### config.mk
export PLATFORM = sky130hd
export DESIGN_NAME = wb2core
export DESIGN_NICKNAME = d
export VERILOG_FILES = /design/src/rtl/wb2core.sv
export SDC_FILE = /design/constraint.sdc
export NUM_CORES = 1
export LEC_CHECK = 0
export ABC_AREA = 1
export CELL_PAD_IN_SITES_DETAIL_PLACEMENT = 1
export CELL_PAD_IN_SITES_GLOBAL_PLACEMENT = 1
export CORE_ASPECT_RATIO = 0.5
export CORE_UTILIZATION = 22
export DETAILED_ROUTE_END_ITERATION = 8
export GPL_ROUTABILITY_DRIVEN = 0
export GPL_TIMING_DRIVEN = 0
export HOLD_SLACK_MARGIN = 0.06
export PLACE_DENSITY = 0.85
export SYNTH_ARGS = -nofsm -noshare
export SYNTH_HDL_FRONTEND = slang
export SYNTH_SLANG_ARGS = --single-unit
### constraint.sdc
create_clock -name clk -period 5 [get_ports clk]
set_input_delay 1 -clock clk [delete_from_list [all_inputs] [get_ports clk]]
set_output_delay 1 -clock clk [all_outputs]
set_load 0.005 [all_outputs]
### src/rtl/wb2core.sv
// wb2core: Wishbone pipelined slave to core-style request/grant initiator bridge.
// Ports: clk, rst (async, active-high); Wishbone slave wb_cyc/wb_stb/wb_we/wb_adr[27:0]/
//   wb_sel[3:0]/wb_dat_m[31:0] in, wb_stall/wb_ack/wb_err/wb_dat_s[31:0] out;
//   core initiator core_req/core_we/core_addr[31:0]/core_be[3:0]/core_wdata[31:0] out,
//   core_gnt/core_rvalid/core_err/core_rdata[31:0] in.
// DEPTH (1..4) bounds accepted-but-unanswered transactions.
// Define WB2CORE_ERR_EN to map core_err onto wb_err; otherwise every response is an ack.
module wb2core #(
    parameter int DEPTH = 2
) (
    input  logic        clk,
    input  logic        rst,
    input  logic        wb_cyc,
    input  logic        wb_stb,
    input  logic        wb_we,
    input  logic [27:0] wb_adr,
    input  logic [3:0]  wb_sel,
    input  logic [31:0] wb_dat_m,
    output logic        wb_stall,
    output logic        wb_ack,
    output logic        wb_err,
    output logic [31:0] wb_dat_s,
    output logic        core_req,
    output logic        core_we,
    output logic [31:0] core_addr,
    output logic [3:0]  core_be,
    output logic [31:0] core_wdata,
    input  logic        core_gnt,
    input  logic        core_rvalid,
    input  logic        core_err,
    input  logic [31:0] core_rdata
);
    typedef enum logic [1:0] {IDLE, ACTIVE, DRAIN} state_t;
    localparam logic [2:0] DMAX = 3'(DEPTH);
    state_t     state, state_nxt;
    logic [2:0] cnt, cnt_nxt;
    logic       accept, take, resp, is_err, ack_q, err_q;

    assign wb_stall   = ~core_gnt | (cnt == DMAX) | (state == DRAIN);
    assign core_req   = wb_cyc & wb_stb & (cnt < DMAX) & (state != DRAIN);
    assign core_addr  = {2'b00, wb_adr, 2'b00};
    assign core_we    = wb_we;
    assign core_be    = wb_sel;
    assign core_wdata = wb_dat_m;
    assign accept     = wb_cyc & wb_stb & ~wb_stall;
    // responses with nothing outstanding are spurious and dropped
    assign take       = core_rvalid & (cnt != 3'd0);
    assign resp       = take & (state == ACTIVE) & wb_cyc;
`ifdef WB2CORE_ERR_EN
    assign is_err     = core_err;
`else
    assign is_err     = core_err & 1'b0;
`endif
    // a registered response is withheld if the master has dropped the cycle meanwhile
    assign wb_ack     = ack_q & wb_cyc;
    assign wb_err     = err_q & wb_cyc;

    always_comb begin
        cnt_nxt   = cnt + {2'b00, accept} - {2'b00, take};
        state_nxt = state;
        state_nxt = (state == IDLE)   ? (accept ? ACTIVE : IDLE) :
                    (state == ACTIVE) ? ((cnt_nxt == 3'd0) ? IDLE : (wb_cyc ? ACTIVE : DRAIN)) :
                                        ((cnt_nxt == 3'd0) ? IDLE : DRAIN);
    end

    always_ff @(posedge clk or posedge rst) begin
        if (rst) begin
            state    <= IDLE;
            cnt      <= 3'd0;
            ack_q    <= 1'b0;
            err_q    <= 1'b0;
            wb_dat_s <= 32'd0;
        end else begin
            state    <= state_nxt;
            cnt      <= cnt_nxt;
            ack_q    <= resp & ~is_err;
            err_q    <= resp & is_err;
            if (resp) wb_dat_s <= core_rdata;
        end
    end
endmodule

======== Word-level counts from Yosys, hierarchy flattened ========
Cells that the tools add are included.
word-level totals
  output and inout port bits .............. 105
  latch bits .............................. 0
  bits in writable memories ............... 0
  word-level logic and storage cells ...... 32
  memories ................................ 0
  bits in read-only memories .............. 0
  register bits ........................... 38
operators by class
  divide/modulo/power cells ............... 0
  $mul .................................... 0
  shifts and indexed selects .............. 0
  equality and inequality tests ........... 4
  $lt $le $gt $ge ......................... 1
  reductions and logical operators ........ 3
  bitwise logic cells ..................... 12
  muxes and demuxes ....................... 6
  add/subtract/negate cells ............... 2
operators by type and width
  cell                                                                           number
  2-bit 2-to-1 mux                                                               5
  1-bit AND                                                                      8
  3-bit by 1-bit adder with 3-bit output                                         1
  3-bit by 2-bit equality test with 1-bit output (second input constant)         1
  3-bit zero test                                                                1
  3-bit by 2-bit less-than comparator with 1-bit output (second input constant)  1
  3-bit nonzero test                                                             1
  3-bit by 1-bit subtractor with 3-bit output                                    1
  2-bit by 1-bit equality test with 1-bit output (second input constant)         1
  2-bit equality test (second input constant)                                    1
  2-bit zero test                                                                1
  2-bit inequality test (second input constant)                                  1
  1-bit inverter                                                                 2
  1-bit bitwise OR                                                               2
  1-bit 2-to-1 mux                                                               1

======== Longest topological paths before layout ========
  depth in word-level cells ............... 11
  depth in mapped cells ................... 13
  mapped depth without buffers ............ 12

======== Worst setup path before layout ========
Ideal clock, no wire load.
  kind .................................... input -> register
  start point ............................. in core_rvalid
  end point ............................... reg state[0]
  setup slack ............................. 2.171 ns
  library setup time ...................... 0.065 ns
  buffers on the path ..................... 2
  stages on the path ...................... 12
  arrival ................................. 2.764 ns
  path through ............................ buf_2 buf_1 nand2_1 inv_1 ha_1 inv_1 ha_1 fa_1 or2_2 nand3_1 nand2_1 nand2_1
on the way
  longest elaborated chain between the ends .. 6
RTL lines
  item                                         RTL line  text
  start: declaration                           29        input logic core_rvalid,
  1-bit AND                                    47        assign take = core_rvalid & (cnt != 3'd0);
  3-bit by 1-bit subtractor with 3-bit output  59        cnt_nxt = cnt + {2'b00, accept} - {2'b00, take};
  3-bit zero test                              62        (state == ACTIVE) ? ((cnt_nxt == 3'd0) ? IDLE : (wb_cyc ? ACTIVE : DRAIN)) :
  2-bit 2-to-1 mux (2 in a row)                62
  2-bit 2-to-1 mux                             61        state_nxt = (state == IDLE) ? (accept ? ACTIVE : IDLE) :
  net state_nxt[0]                             35        state_t state, state_nxt;
  end signal: assignment                       74        state <= state_nxt;
  end: declaration                             35
The timed path passes the listed nets, and every way through them passes these cells.
A chain may end at the register's enable or synchronous reset.

======== Final worst setup path ========
  start point ............................. in wb_cyc
  end point ............................... out core_req
on the way
  longest elaborated chain between the ends .. 3
RTL lines
  item                    RTL line  text
  start: declaration      13        input logic wb_cyc,
  1-bit AND (3 in a row)  40        assign core_req = wb_cyc & wb_stb & (cnt < DMAX) & (state != DRAIN);
  end: declaration        23        output logic core_req,
No other way between the ends.

==> qor.txt <==
share of Yosys cell area claimed by the top area cell type - 0.422
yosys warns - 0
hold worst-path end - wb_dat_s[6]
final net count - 514
Post-CTS Setup Bufs - 0
WL/cell - 13.3 um
vias in the first global route - 2198
Crit path arrival time - 2380 ps
I/O pin cnt - 209
Reg clk slew, reported paths - 60 ps
row cnt - 25
CP Max Fanout - 3
CP required - 4000 ps
most numerous cell in the Yosys netlist - nand2_1
Via density - 4.07
Worst Hold Class - reg -> reg
final period utilization - 0.677
Filler cells - 1130
global route overflow - 0
Clock Root Buffer - clkbuf_16
hold buffers post-CTS - 0
CP endpoint kind - output pin
iteration count of the initial detailed-routing pass - 4
largest net degree at the start of global routing - 39
Max Cap Viol - 0
synth unique cells - 20
Synth Cell Area - 0.00226 sq mm
Port Buffers - 136
hold depth - 2
reg-to-reg setup timing slack - 2380 ps
Post-CTS Resized - 0
GRT Resource Usage Total - 0.123
maximum VDD drop - 0.163 mV
Detailed Route Iter0 Violations - 107
TNS Setup - 0 ps
met2 wire length - 4240 um
share of layout cells above drive strength 1 - 0.227
PwrDens - 409 mW/mm^2
diode count - 0
startpoint types - input pin
Die ar. - 0.0107 sq mm
outcome - complete, no violations
DRC - 0
Metal-1 WL - 2700 um
Post-Synthesis Cells - 259
total core area - 0.00970 sq mm
sequential-to-total area share from yosys stat - 0.422
unrepaired setup endpoints after global routing - no
Die X - 145 um
leakage - 1.92 nW
fmax - 0.295 GHz
initial antenna violation count - 0
Rel. slew slack - 0.451
min Tclk post-route - 3380 ps
Synth async-reset ratio - 1.00
worst slew pin tran - 822 ps
dominant cells by area after synthesis - dfrtp_1, buf_4, nand2_1
Detailed Route WL - 7200 um
die span in y - 73.6 um
Slew Viols, Final - 0
#FFs+latches synth - 38
CTS tree - done
reg2reg end - state[0]
vias - 2201
Post-DRT Antenna Nets - 0
Slowest cell on crit path - clkdlybuf4s50_1
ys flop type - dfrtp_1
H-Tree Depth - 2
Setup WS pre-CTS - 1600 ps
CP peak stage delay - 530 ps
Initial Util - 0.233
Crit Path Class - in -> out
worst-skew pair later-pin latency - 280 ps
Layout area overhead - 74.4%
CP Cell Sequence - clkdlybuf4s50_1 > nand2_1 > inv_1 > nand2_1 > a21oi_1 > clkdlybuf4s50_1
DP HPWL - 5710 um
Post-synth top cells - nand2_1, buf_4, dfrtp_1
Post-Syn Area per Cell - 8.71 sq um
count of final setup violators - 0
Synth area leader - dfrtp_1
clock buffer depth - 2
global-route wire length before repair - 10400 um
Setup Skew - 7.05 ps
final hold viol count - 0
hold path start - wb_dat_s[6]
worst reg2reg path depth - 13
worst r2r src - cnt[1]
cts bufs inserted - 5
Top Metal Used - met4
Fin Hold WS - 471 ps
Clock Sinks - 38
worst setup margin - 1620 ps
met3 WL - 187 um
Post-synth EDFFs - 0
[state kept, by name, indices dropped and copies added, names as in the netlist]
register  flops
cnt           3
wb_dat_s     32
ack_q         1
state         2
[worst max path at each step]
| stage | from | end | cells after the start |
|---|---|---|---|
| after floorplan | core_rvalid | state[0] | 12 |
| after global placement | wb_cyc | core_req | 6 |
| after detailed placement | core_gnt | state[0] | 12 |
| after CTS | wb_cyc | core_req | 6 |
| after global routing | wb_cyc | core_req | 6 |
| final | wb_cyc | core_req | 6 |
[layer usage]
metal | GRT usage | up-vias
met4 | 0.0363 | 0
met3 | 0.0137 | 6
met5 | 0 | -
met1 | 0.131 | 1073
met2 | 0.259 | 74
li1 | - | 1048
[cell families (layout without fill, tap and decap cells)]
| group | after synthesis | in the layout | share of synthesized area |
|---|---|---|---|
| buffers and inverters | 96 | 239 | 0.294 |
| adder cells (fa/ha/maj) | 4 | 4 | 0.0255 |
| AO/OA/AOI/OAI | 2 | 2 | 0.00444 |
| flip-flops | 38 | 38 | 0.422 |
| AND/OR/NAND/NOR | 118 | 118 | 0.253 |
| other | 1 | 5 | 0.00166 |
[through the flow]
| stage | cells | instance area, sq um | utilization | power (mW) |
|---|---|---|---|---|
| after floorplan | 263 | 2270 | - | 0.845 |
| after global placement | 534 | 3800 | 0.392 | 1.27 |
| after detailed placement | 534 | 3800 | 0.392 | 1.31 |
| after CTS | 541 | 3930 | 0.406 | 1.63 |
| after global routing | 541 | 3930 | 0.406 | 1.71 |
| final | 541 | 3930 | 0.406 | 1.61 |
[power breakdown]
part / total (mW) / internal (mW) / switching, mW / leakage [nW]
clock network: 0.299 / 0.182 / 0.116 / 0.0640
logic: 0.762 / 0.440 / 0.322 / 1.36
registers: 0.548 / 0.460 / 0.0876 / 0.501
[critical path, delay by kind of cell]
family / cells / cell delay (ps)
AND/OR/NAND/NOR: 2 / 130
AO/OA/AOI/OAI: 1 / 120
buffers and inverters: 3 / 1150
[area by class of cell]
type | instances | area, sq um | area share
clock buffers | 7 | 133 | 0.0337
multi-input cells | 129 | 657 | 0.167
repair buffers | 136 | 1360 | 0.346
plain buffers | 83 | 614 | 0.156
inverters | 13 | 48.8 | 0.0124
flip-flops and latches | 38 | 951 | 0.242
well taps | 135 | 169 | 0.0429
[cells in the final DEF, fill, tap and decap left out, types with 5 or more instances in the layout]
cell type / Yosys / final
dfrtp_1: 38 / 38
clkdlybuf4s50_1: 0 / 136
nand2_1: 74 / 74
conb_1: 1 / 5
buf_2: 5 / 5
inv_1: 13 / 12
clkbuf_16: 0 / 5
buf_4: 73 / 73
nand4_1: 33 / 33
Note: power is estimated with default switching activity, not from simulation.
